$ cat config.mk
export PLATFORM = sky130hd
export DESIGN_NAME = seq_shifter
export DESIGN_NICKNAME = d
export VERILOG_FILES = /design/src/rtl/seq_shifter.sv
export SDC_FILE = /design/constraint.sdc
export NUM_CORES = 1
export LEC_CHECK = 0
export ABC_AREA = 1
export BUFFER_PORTS_ARGS = -buffer_cell sky130_fd_sc_hd__buf_2
export CAP_MARGIN = 20
export CELL_PAD_IN_SITES_DETAIL_PLACEMENT = 1
export CELL_PAD_IN_SITES_GLOBAL_PLACEMENT = 2
export CORE_ASPECT_RATIO = 1.25
export CORE_MARGIN = 4
export CORE_UTILIZATION = 25
export DETAILED_ROUTE_END_ITERATION = 8
export GPL_TIMING_DRIVEN = 0
export MAX_ROUTING_LAYER = met4
export PLACE_DENSITY_LB_ADDON = 0.1
export REMOVE_ABC_BUFFERS = 1
export SYNTH_ARGS = -nofsm -noshare
export SYNTH_HDL_FRONTEND = slang
export SYNTH_SLANG_ARGS = --single-unit
$ cat constraint.sdc
create_clock -name clock -period 1.8 [get_ports clock]
set_input_delay 0.54 -clock clock [delete_from_list [all_inputs] [get_ports clock]]
set_output_delay 0.54 -clock clock [all_outputs]
set_load 0.01 [all_outputs]
$ cat src/rtl/seq_shifter.sv
// Iterative shift/rotate unit: moves the operand one bit position per clock
// until the loaded step count is exhausted, then pulses done for one cycle.
module seq_shifter (
    input  logic        clock,
    input  logic        clear,
    input  logic        start,
    input  logic [2:0]  op,
    input  logic [31:0] a,
    input  logic [31:0] bits,
    output logic        busy,
    output logic        done,
    output logic [31:0] result
);

    localparam logic [1:0] ST_IDLE = 2'd0;
    localparam logic [1:0] ST_RUN  = 2'd1;
    localparam logic [1:0] ST_DONE = 2'd2;

    localparam logic [2:0] OP_SHR  = 3'd0;
    localparam logic [2:0] OP_SHRA = 3'd1;
    localparam logic [2:0] OP_SHL  = 3'd2;
    localparam logic [2:0] OP_ROR  = 3'd3;
    localparam logic [2:0] OP_ROL  = 3'd4;

    logic [1:0]  state_q, state_d;
    logic [31:0] r_q, r_d;
    logic [5:0]  cnt_q, cnt_d;
    logic [2:0]  op_q, op_d;
    logic        busy_q, busy_d;
    logic        done_q, done_d;

    // Shifts saturate at 32 steps; rotates by 32 or more collapse to no steps.
    function automatic logic [5:0] load_count(input logic [2:0] op_i, input logic [31:0] bits_i);
        logic [5:0] cnt;
        case (op_i)
            OP_SHR, OP_SHRA, OP_SHL: cnt = (bits_i > 32'd32) ? 6'd32 : bits_i[5:0];
            OP_ROR, OP_ROL:          cnt = (bits_i < 32'd32) ? {1'b0, bits_i[4:0]} : 6'd0;
            default:                 cnt = 6'd0;
        endcase
        return cnt;
    endfunction

    function automatic logic [31:0] step_one(input logic [2:0] op_i, input logic [31:0] r_i);
        logic [31:0] r;
        case (op_i)
            OP_SHR:  r = {1'b0, r_i[31:1]};
            OP_SHRA: r = {r_i[31], r_i[31:1]};
            OP_SHL:  r = {r_i[30:0], 1'b0};
            OP_ROR:  r = {r_i[0], r_i[31:1]};
            OP_ROL:  r = {r_i[30:0], r_i[31]};
            default: r = r_i;
        endcase
        return r;
    endfunction

    // Next-state, datapath and output decode.
    always_comb begin
        state_d = state_q;
        r_d     = r_q;
        cnt_d   = cnt_q;
        op_d    = op_q;
        case (state_q)
            ST_IDLE, ST_DONE: begin
                if (start) begin
                    r_d     = a;
                    op_d    = op;
                    cnt_d   = load_count(op, bits);
                    state_d = ST_RUN;
                end else begin
                    state_d = ST_IDLE;
                end
            end
            ST_RUN: begin
                if (cnt_q != 6'd0) begin
                    r_d   = step_one(op_q, r_q);
                    cnt_d = cnt_q - 6'd1;
                end else begin
                    state_d = ST_DONE;
                end
            end
            default: begin
                state_d = ST_IDLE;
            end
        endcase
        busy_d = (state_d == ST_RUN);
        done_d = (state_d == ST_DONE);
    end

    // State and working registers with asynchronous clear.
    always_ff @(posedge clock or posedge clear) begin
        if (clear) begin
            state_q <= ST_IDLE;
            r_q     <= 32'h0000_0000;
            cnt_q   <= 6'd0;
            op_q    <= 3'd0;
            busy_q  <= 1'b0;
            done_q  <= 1'b0;
        end else begin
            state_q <= state_d;
            r_q     <= r_d;
            cnt_q   <= cnt_d;
            op_q    <= op_d;
            busy_q  <= busy_d;
            done_q  <= done_d;
        end
    end

    assign busy   = busy_q;
    assign done   = done_q;
    assign result = r_q;

endmodule

==> results.sh <==
export IMPL_outcome="complete, no violations"
export IMPL_cts_tree="yes"
export IMPL_num_antenna_cells=0
export IMPL_synth_top_area_share_pct=40.20
export IMPL_arrival_ns=1.92
export IMPL_grt_max_degree=34
export IMPL_rsz0062_at_grt="false"
export IMPL_finalHoldViolCount=0
export IMPL_synth_top_family_by_area="simple AND/OR/NAND/NOR gates"
export IMPL_mostFrequentLayoutCell="nand2_1"
export IMPL_fin_util_pct=34.90
export IMPL_ys_seq_elements=45
export IMPL_mostFrequentLayoutCells="nand2_1, buf_2, nand3_1"
export IMPL_max_stage_delay_ns=0.83
export IMPL_die_h_um=126.4
export IMPL_grt_pass1_vias=3205
export IMPL_tns_ns=0
export IMPL_ctsHtreeMaxLevel=2
export IMPL_path_cells="nor2_2 -> o211ai_1 -> nand2_1"
export IMPL_peakVddDrop_v=0.0003099
export IMPL_pwr_density_cell_nw_per_um2=537.2
export IMPL_fin_skew_ns=0.004510
export IMPL_layout_drive_gt1_share_pct=29.39
export IMPL_worstSetupStartpointType="flip-flop"
export IMPL_dpl_cell_area_um2=3435
export IMPL_vias_per_cell=4.977
export IMPL_ant_nets=0
export IMPL_dp_cells=603
export IMPL_drt_pass1_iterations=4
export IMPL_synth_xor_area_share_pct=0
export IMPL_yosysTopAreaCell="dfrtp_1"
export IMPL_insertion_delay_ns=0.29
export IMPL_finalWirelength_um=10530
export IMPL_cp_required_ns=2.03
export IMPL_drc=0
export IMPL_stdcell_area_um2=3760
export IMPL_ys_warn_count=0
export IMPL_track_usage_pct=16.92
export IMPL_finalMaxSlewViolations=0
export IMPL_clock_fmax_ghz=0.5909
export IMPL_dp_final_hpwl_um=6583
export IMPL_period_share_pct=94.01
export IMPL_syn_to_final_growth_pct=34.21
export IMPL_layout_min_cycle_time_ns=1.692
export IMPL_ys_top_cells_by_area="dfrtp_1, nand2_1, nand3_1"
export IMPL_antenna_found_initial=0
export IMPL_clk_pin_slew_ns=0.06
export IMPL_synthAdderAreaFrac_pct=0.8933
export IMPL_critPathCaptureType="flip-flop"
export IMPL_synth_compound_area_share_pct=12.51
export IMPL_synth_simple_area_share_pct=38.28
export IMPL_maxCapViolCount=0
export IMPL_grt_ovfl_total=0
export IMPL_rows=42
export IMPL_ios=104
export IMPL_relSlewSlack_pct=33.76
export IMPL_finalNonFillerCells=622
export IMPL_critical_path_slowest_cell="nor2_2"
export IMPL_die_w_um=102.7
export IMPL_io_buffers=103
export IMPL_syn_area_per_cell_um2=7.258
export IMPL_fin_ws_ns=0.1077
export IMPL_synth_cell_area_um2=2801
export IMPL_dp_slack_ns=-1.144
export IMPL_wl_per_cell_um=16.93
export IMPL_criticalPathCategory="reg2reg"
export IMPL_dieArea_um2=12970
export IMPL_tightest_slew_ns=0.9925
export IMPL_cts_made_buffers=5
export IMPL_numClockSinks=45
export IMPL_vias=3096
export IMPL_fin_nets=563
export IMPL_core_um2=10770
export IMPL_grt_pass1_wl_um=16790
export IMPL_drtIter0Drc=121
export IMPL_synth_area_mux_share_pct=0
export IMPL_synthCells=386
export IMPL_reg2reg_depth=3
export IMPL_clockBufferDepth=2
export IMPL_globalplace_congestion=0.7274
export IMPL_start_util_pct=26.00
export IMPL_setup_violations=0
export IMPL_power_leakage_nw=2.098
export IMPL_ys_types=29
export IMPL_hold_path_class="in2async"
export IMPL_root_buffer="clkbuf_16"
export IMPL_crit_fanout=18
export IMPL_seq_area_frac_synth_pct=40.20
==> critical path: cells and delay by family, from the launching register on <==
family	cells	cell delay (ns)
simple gates	2	0.93
flops	1	0.54
compound gates	1	0.16
==> what timing repair did <==
item,4_1_cts,5_1_grt
pin swaps,3,3
resized for setup,8,4
gates cloned,4,1
hold buffers,0,0
endpoints found under the setup margin,38,30
buffers inserted,7,1
==> area by class of cell <==
type | count | area (um^2)
Inverter | 20 | 80.08
Multi-Input combinational cell | 303 | 1543
Timing Repair Buffer | 116 | 715.7
Clock buffer | 5 | 125.1
Fill cell | 1334 | 7013
Clock inverter | 1 | 5.005
Sequential cell | 45 | 1126
Tap cell | 132 | 165.2
==> sequential cells by signal, indices dropped and copies added (netlist names) <==
name and cells:
busy 1, cnt_q 6, done 1, op_q 3, result 32, state_q 2
==> path summary, 6_finish.rpt <==
kind,from,end,slack [ns]
worst max-delay path,state_q[1],result[30],0.11
worst max register to register,state_q[1],result[30],0.11
min in group clock,op[0],op_q[0],0.50
worst min-delay path,clear,cnt_q[4],0.21
worst min register to register,result[23],result[23],0.54
max in group asynchronous,clear,result[17],1.08
==> synth_stat cells, drive strengths merged <==
cell,number
a21oi,11
and2,1
buf,19
clkbuf,3
dfrtp,45
ha,2
inv,20
nand2,127
nand3,73
nand3b,1
nand4,1
nor2,39
nor3,2
o211ai,31
o21ai,8
o21bai,1
or2,2
==> kinds of logic after synthesis <==
family / count (synthesis)
adders and majority gates: 2
AOI/OAI and AO/OA: 51
DFF: 45
and+or+nand+nor: 246
buffers and inverters: 42
==> where the power goes <==
part           switching [mW]  total, mW  internal [mW]
clock                   0.388      0.885          0.497
combinational          0.0592      0.123         0.0642
sequential                  0       1.01           1.01
==> per-layer routing <==
layer	track usage, %	wire (um)	part of all wire (%)
met5	-	0	0
met1	21.29	4478	43
met4	4.093	136	1.3
met3	2.087	408	3.9
met2	28.63	5506	52
==> metrics by stage <==
stage                     power [mW]  hold WS, ns
after floorplan                1.061       0.4949
after global placement         1.151       0.5161
after detailed placement       1.158       0.5230
after CTS                      2.065       0.2197
after global routing           2.103       0.2421
final                          2.020       0.2126
Note: power is estimated with default switching activity, not from simulation.
